`config.mk`:
```
export PLATFORM = sky130hd
export DESIGN_NAME = nn_layer_weight_loader
export DESIGN_NICKNAME = d
export VERILOG_FILES = /design/src/rtl/nn_layer_weight_loader.sv
export SDC_FILE = /design/constraint.sdc
export NUM_CORES = 1
export LEC_CHECK = 0
export ABC_AREA = 0
export BUFFER_PORTS_ARGS = -buffer_cell sky130_fd_sc_hd__clkbuf_2
export CAP_MARGIN = 15
export CORE_MARGIN = 5
export CORE_UTILIZATION = 47
export CTS_BUF_LIST = sky130_fd_sc_hd__clkbuf_16
export CTS_CLUSTER_SIZE = 20
export DETAILED_ROUTE_END_ITERATION = 8
export PLACE_DENSITY = 0.8
export SLEW_MARGIN = 40
export SYNTH_ARGS = -nofsm -noshare
export SYNTH_HDL_FRONTEND = slang
export SYNTH_SLANG_ARGS = --single-unit
```
`constraint.sdc`:
```
create_clock -name clk -period 2.7 [get_ports clk]
set_clock_uncertainty 0.15 [all_clocks]
set_input_delay 0.135 -clock clk [delete_from_list [all_inputs] [get_ports clk]]
set_output_delay 0.135 -clock clk [all_outputs]
set_load 0.02 [all_outputs]
```
`src/rtl/nn_layer_weight_loader.sv`:
```
// -----------------------------------------------------------------------------
// nn_layer_weight_loader
//
// Purpose:
//   Steps the neural network through its layers (0..LAST_LAYER). For each
//   layer it streams 16 weights from an external 1024x8 synchronous-read
//   block RAM and routes each weight to one of four neuron units. After the
//   last weight it pulses sum_trigger, then waits for the units' done before
//   moving to the next layer.
//
//   The block has three parts:
//     - layer sequencer (IDLE / WAIT_DONE)
//     - RAM read driver (IDLE / READ / DRAIN / TRIG)
//     - weight mux (combinational broadcast plus per-unit write decode)
//
// Ports:
//   clk                 in   1  rising-edge clock
//   reset               in   1  synchronous, active-high
//   start               in   1  begins a full network pass (honoured in IDLE only)
//   done                in   1  neuron units finished the current layer
//   ram_out             in   8  RAM read data, valid one cycle after address
//   RAM_address         out 10  RAM read address
//   layer               out  2  current layer index
//   layer_sel           out  1  0 for layer 0, 1 otherwise
//   RAM_Controll_Start  out  1  one-cycle pulse launching a layer's weight load
//   unit_sel            out  2  destination unit of the weight on ram_out
//   unit_address        out  2  weight slot within that unit
//   write               out  1  weight-valid strobe
//   sum_trigger         out  1  pulse after the last weight of a layer
//   weight0..weight3    out  8  weight data to units 0..3 (broadcast)
//   write0..write3      out  1  per-unit write strobes
// -----------------------------------------------------------------------------
module nn_layer_weight_loader #(
    parameter int LAST_LAYER   = 2,
    parameter int LAYER_STRIDE = 16
) (
    input  logic       clk,
    input  logic       reset,
    input  logic       start,
    input  logic       done,
    input  logic [7:0] ram_out,
    output logic [9:0] RAM_address,
    output logic [1:0] layer,
    output logic       layer_sel,
    output logic       RAM_Controll_Start,
    output logic [1:0] unit_sel,
    output logic [1:0] unit_address,
    output logic       write,
    output logic       sum_trigger,
    output logic [7:0] weight0,
    output logic [7:0] weight1,
    output logic [7:0] weight2,
    output logic [7:0] weight3,
    output logic       write0,
    output logic       write1,
    output logic       write2,
    output logic       write3
);

    localparam logic [1:0] LAST_W   = 2'(LAST_LAYER);
    localparam logic [9:0] STRIDE_W = 10'(LAYER_STRIDE);
    localparam logic [3:0] LAST_K   = 4'd15;

    // -------------------------------------------------------------------------
    // Layer sequencer
    // -------------------------------------------------------------------------
    typedef enum logic {
        SEQ_IDLE,
        SEQ_WAIT_DONE
    } seq_state_t;

    seq_state_t r_seq_state;
    logic [1:0] r_layer;
    logic       r_layer_sel;
    logic       r_ram_ctrl_start;

    always_ff @(posedge clk) begin
        if (reset) begin
            r_seq_state      <= SEQ_IDLE;
            r_layer          <= 2'd0;
            r_layer_sel      <= 1'b0;
            r_ram_ctrl_start <= 1'b0;
        end else begin
            // Load launch is a single-cycle pulse.
            r_ram_ctrl_start <= 1'b0;
            case (r_seq_state)
                SEQ_IDLE: begin
                    if (start) begin
                        r_layer          <= 2'd0;
                        r_layer_sel      <= 1'b0;
                        r_ram_ctrl_start <= 1'b1;
                        r_seq_state      <= SEQ_WAIT_DONE;
                    end
                end
                SEQ_WAIT_DONE: begin
                    if (done) begin
                        if (r_layer < LAST_W) begin
                            r_layer          <= r_layer + 2'd1;
                            // Every layer past 0 takes its inputs from the
                            // previous layer's results.
                            r_layer_sel      <= 1'b1;
                            r_ram_ctrl_start <= 1'b1;
                        end else begin
                            // Final layer: layer index is left on LAST_LAYER.
                            r_seq_state <= SEQ_IDLE;
                        end
                    end
                end
                default: r_seq_state <= SEQ_IDLE;
            endcase
        end
    end

    // -------------------------------------------------------------------------
    // RAM read driver
    // -------------------------------------------------------------------------
    typedef enum logic [1:0] {
        RD_IDLE,
        RD_READ,
        RD_DRAIN,
        RD_TRIG
    } rd_state_t;

    rd_state_t  r_rd_state;
    logic [3:0] r_k;            // weight index of the address currently issued
    logic [9:0] r_ram_address;
    logic [1:0] r_unit_sel;
    logic [1:0] r_unit_address;
    logic       r_write;
    logic       r_sum_trigger;
    logic [9:0] w_layer_base;

    // Layer is sampled in the same cycle as the launch pulse, when the
    // sequencer has already moved it to the layer being loaded.
    assign w_layer_base = 10'(r_layer) * STRIDE_W;

    always_ff @(posedge clk) begin
        if (reset) begin
            r_rd_state     <= RD_IDLE;
            r_k            <= 4'd0;
            r_ram_address  <= 10'd0;
            r_unit_sel     <= 2'd0;
            r_unit_address <= 2'd0;
            r_write        <= 1'b0;
            r_sum_trigger  <= 1'b0;
        end else begin
            r_write       <= 1'b0;
            r_sum_trigger <= 1'b0;
            case (r_rd_state)
                RD_IDLE: begin
                    // A launch pulse that arrives while busy is simply lost.
                    if (r_ram_ctrl_start) begin
                        r_ram_address <= w_layer_base;
                        r_k           <= 4'd0;
                        r_rd_state    <= RD_READ;
                    end
                end
                RD_READ: begin
                    // The strobe and destination of address k appear one
                    // cycle later, together with the RAM data for k.
                    r_write        <= 1'b1;
                    r_unit_sel     <= r_k[3:2];
                    r_unit_address <= r_k[1:0];
                    if (r_k == LAST_K) begin
                        r_rd_state <= RD_DRAIN;
                    end else begin
                        r_k           <= r_k + 4'd1;
                        r_ram_address <= r_ram_address + 10'd1;
                    end
                end
                RD_DRAIN: begin
                    // Last weight is being written this cycle.
                    r_sum_trigger <= 1'b1;
                    r_rd_state    <= RD_TRIG;
                end
                RD_TRIG: begin
                    r_rd_state <= RD_IDLE;
                end
                default: r_rd_state <= RD_IDLE;
            endcase
        end
    end

    // -------------------------------------------------------------------------
    // Weight mux
    // -------------------------------------------------------------------------
    logic [3:0] w_write_vec;

    genvar gi;
    generate
        for (gi = 0; gi < 4; gi++) begin : g_unit_strobe
            assign w_write_vec[gi] = r_write && (r_unit_sel == 2'(gi));
        end
    endgenerate

    assign weight0 = ram_out;
    assign weight1 = ram_out;
    assign weight2 = ram_out;
    assign weight3 = ram_out;
    assign write0  = w_write_vec[0];
    assign write1  = w_write_vec[1];
    assign write2  = w_write_vec[2];
    assign write3  = w_write_vec[3];

    // -------------------------------------------------------------------------
    // Output registers
    // -------------------------------------------------------------------------
    assign RAM_address        = r_ram_address;
    assign layer              = r_layer;
    assign layer_sel          = r_layer_sel;
    assign RAM_Controll_Start = r_ram_ctrl_start;
    assign unit_sel           = r_unit_sel;
    assign unit_address       = r_unit_address;
    assign write              = r_write;
    assign sum_trigger        = r_sum_trigger;

endmodule

```
==> results.md <==
- Final hold vios: 0
- First-pass GRT wire length: about 4400 um
- PwrDens: 742 mW/mm^2
- Critical path class: flop to flop
- R2r endpoint: RAM_address[9]$_SDFFE_PP0P_
- Number of H-tree levels: 1
- Max_cap viols: 0
- Synth unique cells: 39
- Part of the Yosys area used for sequential elements: 0.353
- Final Util: 0.504
- Mapped Area: roughly 0.0015 mm^2
- Clock Sinks: 27
- Vias/cell: 5.15
- Die X: between 60 and 70 um
- Total CTS buffers: 3
- Gate Count Post-Synth: 174
- Post-Syn Area per Cell: 8.80 um^2
- Initial core utilization: 0.498
- Startpoint types: flop
- Peak supply drop: 0.506 mV
- Worst setup startpoint: r_rd_state[1]$_SDFFE_PP0P_
- Max_slew headroom: 0.651
- Run status: finished, final reports clean
- Total number of yosys warnings: 0
- Register Area: 541 um^2
- Final setup viols: 0
- Fmax: 0.453 GHz
- Core area: 0.00308 mm^2
- Hold Path Class: primary input to flop
- Leak Pwr: 0.620 nW
- Pre-antenna DRT Iters: 4
- Rows: 20
- Die area: 0.00450 mm^2
- Final GP Congestion: 0.829
- Pin count of the biggest net entering global routing: 21
- Ports: between 60 and 70
- Number of diodes: 0
- Worst skew pair latency: approximately 0.26 ns
- Final net count: 189
- Syn Nets: 192
- Initial drt markers: 48
- Final cycle utilization of the critical path: 0.817
- RSZ-0062 raised after global routing: false
- Remaining DRCs: 0
- Vias: roughly 1100
- Worst r2r path cells: 7
- Antenna violations before repair: 0
- Drt total wl: 2620 um
- Worst slew pin tran: around 0.5 ns
- Setup tns final: 0 ns
- Die outline height: 67.1 um
- Critical Path End Type: flop
- Setup crit end: RAM_address[9]$_SDFFE_PP0P_
- Post-DRT Antenna Nets: 0
- Fin. max-slew vios: 0
- Drt wl/cell: 12.2 um
- Share of post-route cells with drive strength above 1: 0.229
- Vias in the first global route: around 1000
- Period minus WS final: 2.21 ns
- GRT overflow: 0
- Main synth FF type: dfxtp_1
- DP Area: 0.00145 mm^2
- Worst Path Arrival: 2.25 ns
- Flop and latch count out of synthesis: 27
- Post-route design area: 0.00155 mm^2
- Worst R2R Start: r_rd_state[1]$_SDFFE_PP0P_
- Area occupied by multi-input gates: 702 um^2
- TritonCTS clock tree: built
- Reg2Reg Setup Slack: 0.49 ns
- Crit path required time: 2.74 ns
- Post-synth ARST share: 0
- GRT Util Overall: 0.130
- Clock Tree Buf Depth: 2
- Number of fill cells: 306
- Port bufs: 27
- Root buf cell: clkbuf_16
- Area Growth Syn to Fin: 1.31%
- Total power: 0.00115 W
- DP Wirelength: ~1900 um
- Clk slew on worst S/H paths: 0.06 ns
- Critical path fanouts, max: 10
- Post-synth EDFFs: 0
[how the worst min path moves through the flow]
| stage | startpoint | end | cells past startpoint |
|---|---|---|---|
| 6_report | start | layer[1]$_SDFFE_PP0P_ | 4 |
| 5_1_grt | ram_out[2] | weight2[2] | 0 |
| 4_1_cts | start | layer[1]$_SDFFE_PP0P_ | 4 |
| 3_5_place_dp | ram_out[3] | weight2[3] | 0 |
| 3_3_place_gp | ram_out[3] | weight2[3] | 0 |
| 2_1_floorplan | done | r_seq_state$_SDFF_PP0_ | 1 |
[worst max-delay path, stage by stage, from the launching register on]
cell and delay, ns:
dfxtp_1 0.35, inv_1 0.09, ha_1 0.30, buf_4 0.22, and4_4 0.18, nor4_4 0.32, or3b_1 0.38, a21oi_1 0.14
[area by class of cell]
class | instances | share of cell area
well taps | 44 | 0.0355
multi-input cells | 106 | 0.452
clock buffers | 3 | 0.0484
flip-flops and latches | 27 | 0.348
clock inverters | 1 | 0.00323
repair buffers | 30 | 0.105
inverters | 3 | 0.00726
[through the flow]
step | hold slack (ns) | cells | worst slack, ns
after detailed placement | 0.120 | 208 | 0.544
final | 0.0919 | 214 | 0.495
after floorplan | 0.103 | 174 | 0.765
after global routing | 0.120 | 214 | 0.382
after CTS | 0.0910 | 214 | 0.473
after global placement | 0.120 | 208 | 0.625
[report_power, final]
group / total [W] / leakage, nW / switching (W) / internal, W
registers: 0.000470 / 0.219 / 0.0000363 / 0.000434
clock network: 0.000329 / 0.0409 / 0.000129 / 0.000200
logic: 0.000353 / 0.360 / 0.000208 / 0.000145
[synth_stat cells (2+ instances only)]
library cell / n / share of area
and3_1: 2 / 0.0082
a21oi_1: 8 / 0.026
buf_6: 2 / 0.015
a211oi_1: 3 / 0.015
nor2b_1: 4 / 0.016
ha_1: 6 / 0.049
clkbuf_1: 3 / 0.0074
nor3b_1: 2 / 0.0098
mux2_2: 2 / 0.015
nor2_1: 23 / 0.056
o21ai_0: 2 / 0.0065
dfxtp_1: 27 / 0.35
nand4_1: 3 / 0.012
nand2b_1: 2 / 0.0082
nor4_1: 2 / 0.0082
xor2_1: 2 / 0.011
xnor2_1: 4 / 0.023
mux2i_1: 5 / 0.033
inv_1: 3 / 0.0074
buf_4: 32 / 0.16
nand2_1: 7 / 0.017
nor3_1: 3 / 0.0098
nand3_1: 11 / 0.036
[sequential cells by signal (all words and copies together) (netlist names)]
signal              flops
RAM_address            10
r_k                     4
layer                   2
r_rd_state              2
unit_address            2
unit_sel                2
RAM_Controll_Start      1
layer_sel               1
r_seq_state             1
sum_trigger             1
write                   1
[per-layer routing]
metal	share of wire	global-route usage
met2	0.48	0.213
met4	0.013	0.0481
met3	0.071	0.0455
met5	0	0
met1	0.44	0.154
[logic make-up after synthesis]
family	after synthesis	share of synthesized area
xor gates and xnor gates	6	0.0343
buffers and inverters	41	0.189
adders and majority gates	6	0.0490
AOI/OAI and AO/OA	18	0.0760
DFF	27	0.353
and+or+nand+nor	67	0.233
muxes	9	0.0662
[layout by cell type (no fill, tap or decap), types with 3 or more instances in the layout]
master / n
a211oi_1: 3
a21oi_1: 8
clkbuf_16: 3
clkbuf_2: 27
dfxtp_1: 27
ha_1: 6
inv_1: 3
mux2i_1: 5
nand2_1: 7
nand3_1: 11
nand4_1: 3
nor2_1: 23
nor2b_1: 4
nor3_1: 3
xnor2_1: 4
[what timing repair did]
item | in CTS | in global routing
gates resized for setup | 0 | 0
hold endpoints to repair | 1 | 0
setup buffers | 0 | 0
hold buffers | 2 | 0
(Power assumes the default switching activity.)
